==> config.mk <==
export PLATFORM = sky130hd
export DESIGN_NAME = mem_arbiter
export DESIGN_NICKNAME = d
export VERILOG_FILES = /design/src/rtl/mem_arbiter.sv
export SDC_FILE = /design/constraint.sdc
export NUM_CORES = 1
export LEC_CHECK = 0
export CORE_ASPECT_RATIO = 0.5
export CORE_UTILIZATION = 36
export DETAILED_ROUTE_END_ITERATION = 8
export GPL_ROUTABILITY_DRIVEN = 0
export GPL_TIMING_DRIVEN = 1
export PLACE_DENSITY = 0.83
export REMOVE_ABC_BUFFERS = 1
export SLEW_MARGIN = 20
export SYNTH_ARGS = -nofsm -noshare
export SYNTH_HDL_FRONTEND = slang
export SYNTH_SLANG_ARGS = --single-unit
==> constraint.sdc <==
create_clock -name clk -period 3.4 [get_ports clk]
set_clock_uncertainty 0.2 [all_clocks]
set_input_delay 0.51 -clock clk [delete_from_list [all_inputs] [get_ports clk]]
set_output_delay 0.51 -clock clk [all_outputs]
set_load 0.05 [all_outputs]
==> src/rtl/mem_arbiter.sv <==
// Two-master arbiter for a single-port memory: instruction fetch and
// load/store share one command port. Data has priority until fetch has been
// denied MAX_WAIT consecutive cycles, after which fetch wins once.
module mem_arbiter #(
    parameter int unsigned MAX_WAIT = 4,
    parameter int unsigned AW       = 32
) (
    input  logic          clk,
    input  logic          rstn,

    input  logic          i_req,
    input  logic [AW-1:0] i_addr,
    output logic          i_gnt,
    output logic          i_rvalid,
    output logic [31:0]   i_rdata,

    input  logic          d_req,
    input  logic          d_we,
    input  logic [AW-1:0] d_addr,
    input  logic [3:0]    d_be,
    input  logic [31:0]   d_wdata,
    output logic          d_gnt,
    output logic          d_rvalid,
    output logic [31:0]   d_rdata,

    output logic          m_en,
    output logic          m_we,
    output logic [3:0]    m_be,
    output logic [AW-1:0] m_addr,
    output logic [31:0]   m_wdata,
    input  logic [31:0]   m_rdata
);

    typedef enum logic [1:0] {
        OWN_NONE,
        OWN_FETCH,
        OWN_DATA
    } owner_t;

    owner_t      owner;
    logic [3:0]  wait_cnt;
    logic [31:0] i_hold;
    logic [31:0] d_hold;
    logic        fetch_pri;

    assign fetch_pri = (wait_cnt == 4'(MAX_WAIT));

    // Grant decision: data first unless fetch has starved; nothing during reset.
    always_comb begin
        i_gnt = 1'b0;
        d_gnt = 1'b0;
        if (rstn) begin
            if (d_req && !(i_req && fetch_pri)) begin
                d_gnt = 1'b1;
            end else if (i_req) begin
                i_gnt = 1'b1;
            end
        end
    end

    // Memory command taken from whichever requester won this cycle.
    always_comb begin
        m_en    = i_gnt | d_gnt;
        m_we    = d_gnt & d_we;
        m_addr  = d_gnt ? d_addr  : i_addr;
        m_be    = d_gnt ? d_be    : 4'hF;
        m_wdata = d_gnt ? d_wdata : '0;
    end

    // Starvation counter: consecutive cycles fetch asked and was refused.
    always_ff @(posedge clk or negedge rstn) begin
        if (!rstn) begin
            wait_cnt <= '0;
        end else if (i_req && !i_gnt) begin
            if (!fetch_pri) begin
                wait_cnt <= wait_cnt + 4'd1;
            end
        end else begin
            wait_cnt <= '0;
        end
    end

    // Read owner and rvalid flags for the access issued at this edge.
    always_ff @(posedge clk or negedge rstn) begin
        if (!rstn) begin
            owner    <= OWN_NONE;
            i_rvalid <= 1'b0;
            d_rvalid <= 1'b0;
        end else if (i_gnt) begin
            owner    <= OWN_FETCH;
            i_rvalid <= 1'b1;
            d_rvalid <= 1'b0;
        end else if (d_gnt && !d_we) begin
            owner    <= OWN_DATA;
            i_rvalid <= 1'b0;
            d_rvalid <= 1'b1;
        end else begin
            owner    <= OWN_NONE;
            i_rvalid <= 1'b0;
            d_rvalid <= 1'b0;
        end
    end

    // Capture returned data so each rdata port holds its last read value.
    always_ff @(posedge clk or negedge rstn) begin
        if (!rstn) begin
            i_hold <= '0;
            d_hold <= '0;
        end else begin
            if (owner == OWN_FETCH) begin
                i_hold <= m_rdata;
            end
            if (owner == OWN_DATA) begin
                d_hold <= m_rdata;
            end
        end
    end

    // m_rdata arrives one cycle after the grant, so it is passed straight
    // through to the owner to keep read latency at one cycle.
    always_comb begin
        i_rdata = (owner == OWN_FETCH) ? m_rdata : i_hold;
        d_rdata = (owner == OWN_DATA)  ? m_rdata : d_hold;
    end

endmodule
==> summary.txt <==
Floorplanning
  • Placement row count: 24
  • Initial standard-cell utilization of the core: 38.59%
  • # IOs: 275
  • Die area: 0.01011 mm^2
  • Chip height: 71.61 um
  • Area of the placeable core: 0.009039 mm^2
  • Horizontal die dimension: 141.2 um

CTS
  • Insertion delay of the later-clocked pin in the worst-skew pair: 330 ps
  • Number of CTS-inserted buffers: 9
  • Post-CTS Setup Bufs: 0
  • H-Tree Depth: 3
  • Clock tree root driver cell: clkbuf_16
  • Clk slew on worst S/H paths: 50 ps
  • Number of buffers on the longest clock path: 2
  • Number of cells upsized or downsized after cts: 0
  • TritonCTS clock tree: yes
  • Quantity of hold-fixing buffers added after cts: 0
  • Number of clock sinks seen by CTS: 70

Synth
  • Post-synth top area share: 50.22%
  • Avg Cell Area, Syn: 14.24 um^2
  • Cells after Synth: 245
  • Syn Std Cell Area: 0.003488 mm^2
  • Flops & latches, synth: 70
  • Number of distinct library cells after synthesis: 26
  • Synthesis Warnings: 0
  • Synth top area cells: dfrtp_1 (50%), mux2_2 (20%), mux2_4 (13%)
  • Synth area leader: dfrtp_1
  • Share of synthesized area occupied by flip-flops and latches: 50.22%

Layout
  • Count of filler cells inserted in the layout: 507
  • Share of cells above drive strength 1: 41.19%
  • Area growth, synth to finish: 104.3%
  • Post-layout util: 78.86%
  • Net count reported at finish: 657
  • Most used cells in the layout excluding fill and tap cells: clkdlybuf4s50_1 (169), dfrtp_1 (70), buf_12 (67)
  • Most common library cell in the layout ignoring fill and taps: clkdlybuf4s50_1
  • Antenna diodes: 0

Place
  • HPWL after DPL: 10.56 mm
  • Port Buf Inserts: 274

STA
  • Achievable Freq: 309.2 MHz
  • Setup repair after global routing missed its margin: no
  • Transition time at the pin with the least slew margin: 908.1 ps
  • Slew Limit Headroom: 39.46%
  • Final critical-path share of the clock period: 95.11%
  • Max-slew violation count: 0
  • Final setup violating endpoints: 0
  • Shortest period the worst path allows: 3234 ps
  • Number of hold-slack violations in the final timing report: 0
  • Sum Neg Setup Slack: 0 ps

Detailed routing
  • Final antenna-violating net count: 0
  • Via count: 3025
  • Total Routed Length: 13.66 mm
  • Vias per Instance: 4.640
  • Iteration-0 DRC Markers: 146
  • Number of design rule violations left after detail routing: 0
  • Number of detailed-routing iterations run before antenna repair: 4
  • Wire length per cell after detailed routing: 20.94 um

Run
  • Number of maximum-capacitance violations: 0

Pwr
  • Part of the total power dissipated in combinational logic: 51.0%
  • Switching component of the power: 1.542 mW
  • Leak Pwr: 3.084 nW
  • IR Drop Worst-Case VDD: 0.0002881 V
  • Part of the power in registers: 27.8%
  • Proportion of power drawn by the clock network: 21.2%
  • Total power divided by cell area: 533.5 mW/mm^2
  • Internal cell power: 2.261 mW
  • Net switching share of the total power: 40.54%

Setup path
  • Critical Path AT: 2520 ps
  • Largest fanout on the critical path: 36
  • Kind of end point of the critical path: primary output
  • Startpoint Class: primary input
  • Data required time of the worst path: 2690 ps
  • Classification of the worst setup path: in2out

GRT
  • Largest net degree at the start of global routing: 74
  • Via count of the first global-routing pass: 3381
  • First-pass GRT wire length: 19.78 mm
  • Gr usage total: 26.96%
  • Initial antenna violation count: 0
  • Final global-route overflow total: 0

Status
  • Result of the run: finished clean

Hold path
  • Worst hold-check path type: reg2reg
==> routing by layer <==
metal | up-vias | GRT usage [%] | wire length [um]
met4 | 0 | 5.797 | 151
met2 | 96 | 50.83 | 7510
met1 | 1517 | 29.01 | 5075
li1 | 1395 | - | -
met5 | - | 0 | 0
met3 | 17 | 10.23 | 917
==> state kept, by name (all words and copies together), names as in the netlist <==
| register | flops |
|---|---|
| d_rvalid | 1 |
| owner | 1 |
| wait_cnt | 4 |
| d_hold | 32 |
| i_hold | 32 |
==> metrics by stage <==
step | cell area (um^2) | hold WS (ps) | cells | setup WS [ps] | total power, mW
final | 7128 | 294.9 | 652 | 166.1 | 3.803
after global routing | 7128 | 306.8 | 652 | 84.80 | 3.923
after CTS | 7118 | 276.9 | 651 | 49.91 | 3.823
after detailed placement | 6868 | 282.3 | 636 | 53.09 | 2.998
after global placement | 6868 | 267.9 | 636 | 121.4 | 2.964
after floorplan | 3357 | 14.41 | 229 | -600.3 | 2.198
==> cells by family after synthesis <==
family | count (synthesis) | share of synthesized area [%]
adder cells (fa/ha/maj) | 2 | 0.7172
AND/OR/NAND/NOR | 50 | 8.931
multiplexers | 96 | 34.33
AO/OA/AOI/OAI | 5 | 1.112
buffers and inverters | 20 | 4.197
XOR/XNOR | 2 | 0.5022
flip-flops | 70 | 50.22
==> power by group through the flow <==
stage	logic [mW]	registers, mW	clock network, mW
after global routing	1.99	1.07	0.856
after CTS	1.95	1.06	0.816
after floorplan	1.15	1.05	0
final	1.94	1.06	0.805
after global placement	1.91	1.06	0
after detailed placement	1.93	1.07	0
==> cells in the mapped netlist <==
cell type  count
dfrtp_1       70
mux2_2        61
and2_1        33
mux2_4        31
buf_2          6
clkbuf_1       5
nand2b_1       5
inv_1          4
mux2_1         4
buf_12         3
nand3_1        3
buf_6          2
ha_1           2
nand2_1        2
nor2_1         2
nor2b_1        2
a221oi_1       1
and3_1         1
nand3b_4       1
nor3_1         1
o211a_1        1
o21ai_0        1
o22ai_1        1
o32ai_1        1
xnor2_1        1
xor2_1         1
==> critical path, stage by stage <==
cell             delay [ps]
clkdlybuf4s50_1         510
inv_1                   250
o211a_4                 640
mux2_2                  400
buf_4                   190
==> cell type report <==
class / instances / area (um^2) / share of cell area, %
inverter: 4 / 15.01 / 0.2106
multi-input combinational: 156 / 1610 / 22.59
clock buffer: 13 / 240.2 / 3.370
sequential: 70 / 1752 / 24.57
timing repair buffer: 277 / 3338 / 46.83
clock inverter: 2 / 10.01 / 0.1404
tap: 130 / 162.7 / 2.282
==> path summary, 6_finish.rpt <==
| kind | end | depth (start not counted) | start | slack [ps] |
|---|---|---|---|---|
| setup / recovery | m_addr[31] | 5 | i_req | 170 |
| hold / removal | d_hold[9] | 1 | d_hold[9] | 290 |
| setup reg to reg | d_rvalid | 5 | wait_cnt[1] | 1480 |
| hold reg to reg | d_hold[9] | 1 | d_hold[9] | 290 |
| max in group asynchronous | d_hold[23] | 2 | rstn | 2120 |
| min in group asynchronous | owner[0] | 2 | rstn | 310 |
Power figures use the tool's default switching activity.
